`src/rtl/sd_init_sequencer.sv`:
```
// SD card SPI-mode power-up sequencer and single-command issuer over a byte-wide SPI engine.
// Optional macro SD_CRC7_EN: compute a real CRC7 for every command instead of the fixed CRC table.
module sd_init_sequencer #(
    parameter int unsigned INIT_BYTES   = 10,
    parameter int unsigned R1_POLL      = 8,
    parameter int unsigned ACMD41_TRIES = 1000
) (
    input  logic        CLOCK50,
    input  logic        RESET,
    output logic        TX_STB,
    output logic [7:0]  TX_DATA,
    input  logic        TX_ACK,
    input  logic        RX_STB,
    input  logic [7:0]  RX_DATA,
    output logic        RX_ACK,
    output logic        CS,
    input  logic        CMD_STB,
    input  logic [5:0]  CMD_IDX,
    input  logic [31:0] CMD_ARG,
    output logic        CMD_ACK,
    output logic        RESP_STB,
    output logic [7:0]  RESP_DATA,
    output logic        READY,
    output logic        ERROR,
    output logic [1:0]  ERR_CODE,
    output logic        SDHC
);

    localparam int unsigned CNT_MAX = (INIT_BYTES > R1_POLL) ? INIT_BYTES : R1_POLL;
    localparam int unsigned CW      = $clog2(CNT_MAX + 8);
    localparam int unsigned TW      = $clog2(ACMD41_TRIES + 1);

    localparam logic [2:0] S_DUMMY  = 3'd0;
    localparam logic [2:0] S_CMD0   = 3'd1;
    localparam logic [2:0] S_CMD8   = 3'd2;
    localparam logic [2:0] S_CMD55  = 3'd3;
    localparam logic [2:0] S_ACMD41 = 3'd4;
    localparam logic [2:0] S_READY  = 3'd5;
    localparam logic [2:0] S_USER   = 3'd6;
    localparam logic [2:0] S_ERROR  = 3'd7;

    localparam logic [1:0] PH_IDLE   = 2'd0;
    localparam logic [1:0] PH_LAUNCH = 2'd1;
    localparam logic [1:0] PH_XFER   = 2'd2;
    localparam logic [1:0] PH_EVAL   = 2'd3;

    localparam logic [1:0] SEG_CMD   = 2'd0;
    localparam logic [1:0] SEG_POLL  = 2'd1;
    localparam logic [1:0] SEG_EXTRA = 2'd2;
    localparam logic [1:0] SEG_TRAIL = 2'd3;

    logic [2:0]    state_q, state_d;
    logic [1:0]    phase_q, phase_d;
    logic [1:0]    seg_q, seg_d;
    logic [CW-1:0] cnt_q, cnt_d;
    logic [TW-1:0] tries_q, tries_d;
    logic [7:0]    r1_q, r1_d;
    logic [15:0]   ext_q, ext_d;
    logic [7:0]    rx_q, rx_d;
    logic          tx_done_q, tx_done_d;
    logic          rx_done_q, rx_done_d;
    logic [5:0]    uidx_q, uidx_d;
    logic [31:0]   uarg_q, uarg_d;

    logic          tx_stb_d, rx_ack_d, cs_d, cmd_ack_d, resp_stb_d;
    logic [7:0]    tx_data_d, resp_data_d;
    logic          ready_d, error_d, sdhc_d;
    logic [1:0]    err_code_d;

    logic [5:0]    cur_idx;
    logic [31:0]   cur_arg;
    logic [7:0]    crc_byte;
    logic [7:0]    frame_byte;

`ifdef SD_CRC7_EN
    function automatic logic [6:0] crc7(input logic [39:0] bits);
        logic [6:0] c;
        logic       fb;
        c = '0;
        for (int i = 39; i >= 0; i--) begin
            fb = bits[i] ^ c[6];
            c  = {c[5:0], 1'b0};
            if (fb) c = c ^ 7'h09;
        end
        return c;
    endfunction
`endif

    // Command index/argument for the frame currently being sent
    always_comb begin
        cur_idx = uidx_q;
        cur_arg = uarg_q;
        case (state_q)
            S_CMD0:   begin cur_idx = 6'd0;  cur_arg = 32'h0000_0000; end
            S_CMD8:   begin cur_idx = 6'd8;  cur_arg = 32'h0000_01AA; end
            S_CMD55:  begin cur_idx = 6'd55; cur_arg = 32'h0000_0000; end
            S_ACMD41: begin cur_idx = 6'd41; cur_arg = SDHC ? 32'h4000_0000 : 32'h0000_0000; end
            default:  ;
        endcase
    end

    always_comb begin
`ifdef SD_CRC7_EN
        crc_byte = {crc7({2'b01, cur_idx, cur_arg}), 1'b1};
`else
        if (cur_idx == 6'd0)      crc_byte = 8'h95;
        else if (cur_idx == 6'd8) crc_byte = 8'h87;
        else                      crc_byte = 8'h01;
`endif
    end

    always_comb begin
        case (cnt_q)
            CW'(0):  frame_byte = {2'b01, cur_idx};
            CW'(1):  frame_byte = cur_arg[31:24];
            CW'(2):  frame_byte = cur_arg[23:16];
            CW'(3):  frame_byte = cur_arg[15:8];
            CW'(4):  frame_byte = cur_arg[7:0];
            default: frame_byte = crc_byte;
        endcase
    end

    // Next-state: byte-exchange handshake, frame segmentation and init decisions
    always_comb begin
        state_d     = state_q;
        phase_d     = phase_q;
        seg_d       = seg_q;
        cnt_d       = cnt_q;
        tries_d     = tries_q;
        r1_d        = r1_q;
        ext_d       = ext_q;
        rx_d        = rx_q;
        tx_done_d   = tx_done_q;
        rx_done_d   = rx_done_q;
        uidx_d      = uidx_q;
        uarg_d      = uarg_q;
        tx_stb_d    = TX_STB;
        tx_data_d   = TX_DATA;
        cs_d        = CS;
        rx_ack_d    = 1'b0;
        cmd_ack_d   = 1'b0;
        resp_stb_d  = 1'b0;
        resp_data_d = RESP_DATA;
        ready_d     = READY;
        error_d     = ERROR;
        err_code_d  = ERR_CODE;
        sdhc_d      = SDHC;

        case (phase_q)
            PH_LAUNCH: begin
                tx_stb_d  = 1'b1;
                tx_done_d = 1'b0;
                rx_done_d = 1'b0;
                phase_d   = PH_XFER;
                if (state_q == S_DUMMY || seg_q == SEG_TRAIL) begin
                    cs_d      = 1'b1;
                    tx_data_d = 8'hFF;
                end else if (seg_q == SEG_CMD) begin
                    cs_d      = 1'b0;
                    tx_data_d = frame_byte;
                end else begin
                    cs_d      = 1'b0;
                    tx_data_d = 8'hFF;
                end
            end
            PH_XFER: begin
                if (TX_STB && TX_ACK) begin
                    tx_stb_d  = 1'b0;
                    tx_done_d = 1'b1;
                end
                if (RX_STB && !rx_done_q) begin
                    rx_d      = RX_DATA;
                    rx_done_d = 1'b1;
                    rx_ack_d  = 1'b1;
                end
                if (tx_done_q && rx_done_q) phase_d = PH_EVAL;
            end
            PH_EVAL: begin
                phase_d = PH_LAUNCH;
                if (state_q == S_DUMMY) begin
                    if (cnt_q >= CW'(INIT_BYTES - 1)) begin
                        state_d = S_CMD0;
                        seg_d   = SEG_CMD;
                        cnt_d   = '0;
                    end else begin
                        cnt_d = cnt_q + CW'(1);
                    end
                end else begin
                    case (seg_q)
                        SEG_CMD: begin
                            if (cnt_q >= CW'(5)) begin
                                seg_d = SEG_POLL;
                                cnt_d = '0;
                            end else begin
                                cnt_d = cnt_q + CW'(1);
                            end
                        end
                        SEG_POLL: begin
                            if (!rx_q[7]) begin
                                r1_d  = rx_q;
                                cnt_d = '0;
                                seg_d = (state_q == S_CMD8 && rx_q == 8'h01) ? SEG_EXTRA : SEG_TRAIL;
                            end else if (cnt_q >= CW'(R1_POLL - 1)) begin
                                r1_d  = 8'hFF;
                                cnt_d = '0;
                                seg_d = SEG_TRAIL;
                            end else begin
                                cnt_d = cnt_q + CW'(1);
                            end
                        end
                        SEG_EXTRA: begin
                            ext_d = {ext_q[7:0], rx_q};
                            if (cnt_q >= CW'(3)) begin
                                seg_d = SEG_TRAIL;
                                cnt_d = '0;
                            end else begin
                                cnt_d = cnt_q + CW'(1);
                            end
                        end
                        default: begin
                            // Trailing byte done: the command is complete, decide where to go
                            seg_d = SEG_CMD;
                            cnt_d = '0;
                            case (state_q)
                                S_CMD0: begin
                                    if (r1_q == 8'h01) begin
                                        state_d = S_CMD8;
                                    end else begin
                                        state_d = S_ERROR;  err_code_d = 2'd1;
                                    end
                                end
                                S_CMD8: begin
                                    if (r1_q == 8'h01 && ext_q == 16'h01AA) begin
                                        sdhc_d  = 1'b1;
                                        state_d = S_CMD55;
                                    end else if (!r1_q[7] && r1_q[2]) begin
                                        sdhc_d  = 1'b0;
                                        state_d = S_CMD55;
                                    end else begin
                                        state_d = S_ERROR;  err_code_d = 2'd2;
                                    end
                                end
                                S_CMD55: state_d = S_ACMD41;
                                S_ACMD41: begin
                                    if (r1_q == 8'h00) begin
                                        state_d = S_READY;
                                    end else if (32'(tries_q) + 32'd1 >= ACMD41_TRIES) begin
                                        state_d = S_ERROR;  err_code_d = 2'd3;
                                    end else begin
                                        tries_d = tries_q + TW'(1);
                                        state_d = S_CMD55;
                                    end
                                end
                                S_USER: begin
                                    resp_stb_d  = 1'b1;
                                    resp_data_d = r1_q;
                                    state_d     = S_READY;
                                end
                                default: ;
                            endcase
                            if (state_d == S_READY) begin
                                ready_d = 1'b1;
                                phase_d = PH_IDLE;
                            end else if (state_d == S_ERROR) begin
                                error_d = 1'b1;
                                cs_d    = 1'b1;
                                phase_d = PH_IDLE;
                            end
                        end
                    endcase
                end
            end
            default: begin
                if (state_q == S_READY && CMD_STB) begin
                    cmd_ack_d = 1'b1;
                    uidx_d    = CMD_IDX;
                    uarg_d    = CMD_ARG;
                    ready_d   = 1'b0;
                    state_d   = S_USER;
                    seg_d     = SEG_CMD;
                    cnt_d     = '0;
                    phase_d   = PH_LAUNCH;
                end
            end
        endcase
    end

    always_ff @(posedge CLOCK50 or negedge RESET) begin
        if (!RESET) begin
            state_q   <= S_DUMMY;
            phase_q   <= PH_LAUNCH;
            seg_q     <= SEG_CMD;
            cnt_q     <= '0;
            tries_q   <= '0;
            r1_q      <= 8'hFF;
            ext_q     <= '0;
            rx_q      <= 8'hFF;
            tx_done_q <= 1'b0;
            rx_done_q <= 1'b0;
            uidx_q    <= '0;
            uarg_q    <= '0;
            TX_STB    <= 1'b0;
            TX_DATA   <= 8'hFF;
            RX_ACK    <= 1'b0;
            CS        <= 1'b1;
            CMD_ACK   <= 1'b0;
            RESP_STB  <= 1'b0;
            RESP_DATA <= 8'hFF;
            READY     <= 1'b0;
            ERROR     <= 1'b0;
            ERR_CODE  <= 2'd0;
            SDHC      <= 1'b0;
        end else begin
            state_q   <= state_d;
            phase_q   <= phase_d;
            seg_q     <= seg_d;
            cnt_q     <= cnt_d;
            tries_q   <= tries_d;
            r1_q      <= r1_d;
            ext_q     <= ext_d;
            rx_q      <= rx_d;
            tx_done_q <= tx_done_d;
            rx_done_q <= rx_done_d;
            uidx_q    <= uidx_d;
            uarg_q    <= uarg_d;
            TX_STB    <= tx_stb_d;
            TX_DATA   <= tx_data_d;
            RX_ACK    <= rx_ack_d;
            CS        <= cs_d;
            CMD_ACK   <= cmd_ack_d;
            RESP_STB  <= resp_stb_d;
            RESP_DATA <= resp_data_d;
            READY     <= ready_d;
            ERROR     <= error_d;
            ERR_CODE  <= err_code_d;
            SDHC      <= sdhc_d;
        end
    end

endmodule
```
`config.mk`:
```
export PLATFORM = sky130hd
export DESIGN_NAME = sd_init_sequencer
export DESIGN_NICKNAME = d
export VERILOG_FILES = /design/src/rtl/sd_init_sequencer.sv
export SDC_FILE = /design/constraint.sdc
export NUM_CORES = 1
export LEC_CHECK = 0
export ABC_CLOCK_PERIOD_IN_PS = 2600
export BUFFER_PORTS_ARGS = -buffer_cell sky130_fd_sc_hd__buf_2
export CAP_MARGIN = 20
export CELL_PAD_IN_SITES_DETAIL_PLACEMENT = 1
export CELL_PAD_IN_SITES_GLOBAL_PLACEMENT = 1
export CORE_ASPECT_RATIO = 1.25
export CORE_MARGIN = 2
export CORE_UTILIZATION = 42
export CTS_BUF_LIST = sky130_fd_sc_hd__clkbuf_8
export DETAILED_ROUTE_END_ITERATION = 8
export GPL_ROUTABILITY_DRIVEN = 0
export HOLD_SLACK_MARGIN = 0.15
export PLACE_DENSITY = 0.81
export SETUP_SLACK_MARGIN = 0.4
export SLEW_MARGIN = 20
export SYNTH_ARGS = -nofsm -noshare
export SYNTH_HDL_FRONTEND = slang
export SYNTH_SLANG_ARGS = --single-unit
```
`constraint.sdc`:
```
create_clock -name CLOCK50 -period 2.6 [get_ports CLOCK50]
set_input_delay 0.52 -clock CLOCK50 [delete_from_list [all_inputs] [get_ports CLOCK50]]
set_output_delay 0.52 -clock CLOCK50 [all_outputs]
set_load 0.02 [all_outputs]
```
* Yosys cells after proc, flatten, opt, wreduce, memory -nomap -nowiden *
Index checks and enable logic that the tools add are counted.

cells by class
  muxes and demuxes = 83
  eq/ne operators = 41
  bitwise logic cells = 7
  order comparisons = 5
  reductions and logical operators = 42
  $add $sub $neg = 3

operators with widths
  cell                                                                 count
  one-hot mux 32 bit (3 select lines)                                  1
  2-to-1 mux 8 bit                                                     6
  one-hot mux 8 bit (5 select lines)                                   1
  2-to-1 mux 3 bit                                                     12
  2-to-1 mux 5 bit                                                     7
  2-to-1 mux 31 bit                                                    1
  2-to-1 mux 2 bit                                                     14
  2-to-1 mux 1 bit                                                     27
  inequality test 2 bit, second input constant                         13
  one-hot mux 6 bit (4 select lines)                                   1
  AND reduction 5 bit                                                  4
  one-hot mux 2 bit (3 select lines)                                   3
  == test 16 x 9 -> 1 bit, second input constant                       1
  == test 8 x 1 -> 1 bit, second input constant                        2
  == test 3 bit, second input constant                                 5
  one-hot mux 3 bit (5 select lines)                                   1
  one-hot mux 5 bit (3 select lines)                                   1
  AND reduction 2 bit                                                  6
  AND reduction 4 bit                                                  3
  AND reduction 6 bit                                                  2
  adder 10 x 1 -> 11 bit, second input constant                        1
  greater-or-equal comparator 11 x 10 -> 1 bit, second input constant  1
  adder 10 x 1 -> 10 bit, second input constant                        1
  == test 5 x 2 -> 1 bit, second input constant                        2
  other kinds (35)                                                     65

word-level totals
  bits of input ports = 51
  logic and storage cells = 204
  output and inout bits = 26
  register bits after elaboration = 120

* Longest topological paths before layout *
  word-level depth = 14
  gate-level depth with buffers = 9

* Worst setup path before layout *
OpenSTA, ideal clock, no wires.

  path kind = register to register
  start point = register tries_q[0]
  end point = register CS
  required time = 2502 ps
  buffers on the path = 0
  clock period less this slack = 2697 ps
  path slack = -97 ps
  stages on the path, launching flop included = 9
  setup time = 98 ps
  data arrival time = 2598 ps
  cells stage by stage = dfrtp_1 -> ha_1 -> nand2_4 -> or4_4 -> and4_4 -> and2_4 -> or4_4 -> a311o_1 -> o311ai_1

between the ends
  word-level cells in the longest chain between the ends = 11
  elaborated cells on any way between the ends = 13
  classes of those cells = 1 x add/sub; 1 x order compare; 4 x eq/ne; 6 x mux; 1 x reduce/logical

RTL lines
  item                                            line      RTL
  start, declared                                 56        logic [TW-1:0] tries_q, tries_d;
  start signal, assigned                          318       tries_q <= tries_d;
  adder 10 x 1 -> 11 bit *                        247       end else if (32'(tries_q) + 32'd1 >= ACMD41_TRIES) begin
  greater-or-equal comparator 11 x 10 -> 1 bit *  247
  2-to-1 mux 3 bit *                              247
  2-to-1 mux 3 bit *                              245       if (r1_q == 8'h00) begin
  one-hot mux 3 bit (5 select lines) *            224       case (state_q)
  2-to-1 mux 3 bit *                              189       case (seg_q)
  2-to-1 mux 3 bit *                              180       if (state_q == S_DUMMY) begin
  2-to-1 mux 3 bit *                              149       case (phase_q)
  == test 3 bit (on tied branches)                264, 261
  inequality test 2 bit (no line)                 -
  AND reduction 5 bit (no line) *                 -
  end signal, assigned                            329       CS <= cs_d;
  end, declared                                   16        output logic CS,

Mark *: on every way between the ends. The rest lies on a longest branch, timed or not. The select of a mux whose other input is x is not followed.
A chain may end at the register's enable or synchronous reset.

* Worst setup path in the final report *
  start point = register tries_q[1]
  end point = register CS

Same word-level chain as after synthesis.

==> summary.txt <==
Drt
  • Per-cell routed wire length: ~19 um
  • Drt initial violations: 167
  • Via count: 4,825
  • Drc violations: 0
  • Detailed Route WL: about 16 mm
  • Post-route ant nets: 0
  • Drt pass-1 iters: 4
  • Via density: between 5 and 6

Worst setup path
  • CP max stage cell: or4_4
  • CP startpoint kind: flip-flop
  • Crit-path cells: ha_4 > nand2_4 > or4_4 > and4_4 > o21a_1 > or4_4 > a311o_1 > o311ai_1
  • Crit path from: tries_q[1]
  • CP Data Required Time: between 2000 and 3000 ps
  • Critical Path Sink Type: flip-flop
  • Buf/Inv on CP: 0
  • Cell mode on critical path: or4_4
  • Crit path max-delay family: simple AND/OR/NAND/NOR gates
  • Worst reg2reg endpoint: CS
  • Worst reg2reg path depth: 8
  • Worst path arrival time: between 2000 and 3000 ps
  • Crit Path Max Fanout: 5
  • Crit path kind: reg2reg
  • Flop-to-flop setup slack: approximately 190 ps
  • R2r startpoint: tries_q[1]
  • Crit path largest cell delay: approximately 530 ps

GRT
  • Gr usage total: 0.2302
  • Pin count of the biggest net entering global routing: 66
  • Global route total overflow: 0
  • Number of global-route vias before repair: 5,265
  • Antenna violations before repair: 0
  • First-pass GRT wire length: 26.47 mm

Hold path
  • Worst Hold Depth: 3
  • Hold Path Class: in2reg
  • Origin of the worst min-delay path: RX_DATA[4]
  • Hold EP: rx_q[4]

Pwr
  • Leak: 3.396 nW
  • Int Power: roughly 0.0051 W
  • Comb power frac: 0.395
  • Worst VDD drop: approximately 440 uV
  • Sw power: ~0.0033 W
  • PD cells: 1153 nW/um^2
  • Sequential Power Share: 0.393
  • Switching Share: 0.3926
  • Clock power share: 0.212

Yosys
  • Mapped Cells: roughly 560
  • Asr flop ratio synth: 1.000
  • Synth cell types: 64
  • Cell taking the most area after synthesis: dfrtp_1
  • Top FF cell, synth: dfrtp_1
  • Number of synthesized flops with an enable pin: 0
  • Main area contributors after synthesis: dfrtp_1, dfstp_2, mux2_2
  • Top-area cell type share of the netlist area: 0.3643
  • Ys Warns: 0
  • #FFs+latches synth: 120
  • Post-synthesis cell area: between 5000 and 6000 um^2
  • Syn avg cell area: 10.47 um^2
  • Seq/Total Area, Yosys: 0.5156
  • Syn nets: roughly 630

Placed design
  • DP Cell Count: a little over 800
  • Pre-CTS setup slack: a little over 90 ps
  • Dpl hpwl: ~11 mm
  • Port buffer count: 76

Floorplan
  • Die Y: between 100 and 150 um
  • IO Count: 77
  • Core region area: about 14,000 um^2
  • Row cnt: 48
  • Initial core utilization: 0.4295
  • Die Wd: ~110 um
  • Total Die Area: ~15,000 um^2

Clock tree
  • Clk pin slew, worst setup/hold paths: about 70 ps
  • Clock Latency Late Sink: between 400 and 500 ps
  • Clock sinks: 120
  • Clock root buffer: clkbuf_8
  • CTS tree: built
  • CTS Buf Count: 17
  • H-tree levels: 4
  • Clock Path Buffers: 2

Finish
  • Most frequent cells in the layout: dfrtp_1, buf_2, mux2_2
  • Most common cell after layout, fill and taps aside: dfrtp_1
  • Non-filler cells, final: 857
  • Area Growth Syn to Fin: 22.94%
  • Antenna cells: 0
  • Fillers: between 1,500 and 2,000
  • Fin nets: ~730
  • Core Util, Final: 0.5280
  • Share of cells above drive strength 1: 0.4120

STA
  • RSZ-0062 raised after global routing: yes
  • Fin worst setup slack: 192.0 ps
  • Setup TNS: 0 ps
  • Endpoints failing hold: 0
  • Setup Skew: around 9.5 ps
  • Crit path time final: around 2400 ps
  • Final slew viol count: 0
  • Max Clk Rate: 415.3 MHz
  • Fin Hold WS: ~270 ps
  • Rel. slew slack: 0.4705
  • Slew @ Worst Pin: approximately 770 ps
  • Final worst-path cycle share: 0.9262
  • Setup violators final: 0

Run
  • Max-cap violations: 0

Status
  • Status: finished clean
## state kept, by name, indices dropped and copies added, names as in the netlist, 2 cells and up
register,flops
ext_q,16
RESP_DATA,8
seg_q,2
uarg_q,32
ERR_CODE,2
TX_DATA,8
tries_q,10
r1_q,8
cnt_q,5
state_q,3
phase_q,2
uidx_q,6
rx_q,8
## per-layer routing
metal | part of all wire | vias up | track usage
met5 | 0 | - | 0
met4 | 0.029 | 0 | 0.09142
met3 | 0.040 | 39 | 0.05333
met2 | 0.55 | 105 | 0.4230
met1 | 0.38 | 2440 | 0.2511
li1 | - | 2241 | -
## cell type report
class                   instances  area, um^2  area share
repair buffers                112       671.9     0.09252
clock buffers                  18       247.7     0.03411
flip-flops and latches        120        3054      0.4206
well taps                     175       219.0     0.03015
multi-input cells             399        2825      0.3890
clock inverters                14       172.7     0.02378
inverters                      19       71.32    0.009821
## cell usage after synthesis, types with 9 or more instances
cell,number
mux2_2,65
nand2_1,56
a22oi_1,11
nor2_1,49
nand3_1,14
inv_1,18
a21oi_1,38
dfstp_2,34
clkbuf_1,22
dfrtp_1,86
nor3_1,9
ha_1,13
o21ai_0,32
## worst reg2reg max path: stages, from the launching register on
cell and delay (ps):
dfrtp_2 390, ha_4 180, nand2_4 50, or4_4 420, and4_4 210, o21a_1 100
or4_4 530, a311o_1 300, o311ai_1 100
## worst max path at each step
stage,slack [ps],cells after the start,endpoint
floorplan,230,8,CS
global placement,170,8,CS
detailed placement,90,8,CS
CTS,200,8,CS
global route,120,8,CS
finish,190,8,CS
## metrics by stage
step           power [W]  cell area (um^2)
2_1_floorplan   0.005194              5938
3_3_place_gp    0.006070              6579
3_5_place_dp    0.006264              6579
4_1_cts         0.008277              7171
5_1_grt         0.008929              7262
6_report        0.008372              7262
## power by group through the flow
stage	registers [W]	clock network, W	logic, W
after CTS	0.00327	0.00180	0.00320
after global placement	0.00324	0	0.00283
final	0.00329	0.00177	0.00331
after floorplan	0.00324	0	0.00195
after global routing	0.00338	0.00189	0.00365
after detailed placement	0.00330	0	0.00296
## kinds of logic (layout without fill, tap and decap cells)
group,count (synthesis),in the layout,share of synthesized area
adders and majority gates,13,13,0.02754
and+or+nand+nor,185,185,0.1561
muxes,65,65,0.1239
xor gates and xnor gates,10,10,0.01483
AOI/OAI and AO/OA,126,126,0.1328
DFF,120,120,0.5156
buffers and inverters,45,163,0.02923
## what timing repair did
| item | CTS | global route |
|---|---|---|
| buffers inserted | 12 | 6 |
| endpoints found under the setup margin | 18 | 30 |
| pin swaps | 5 | 9 |
| hold endpoints to repair | 8 | 0 |
| hold buffers | 1 | 0 |
| resized for setup | 19 | 13 |
(Power assumes the default switching activity.)
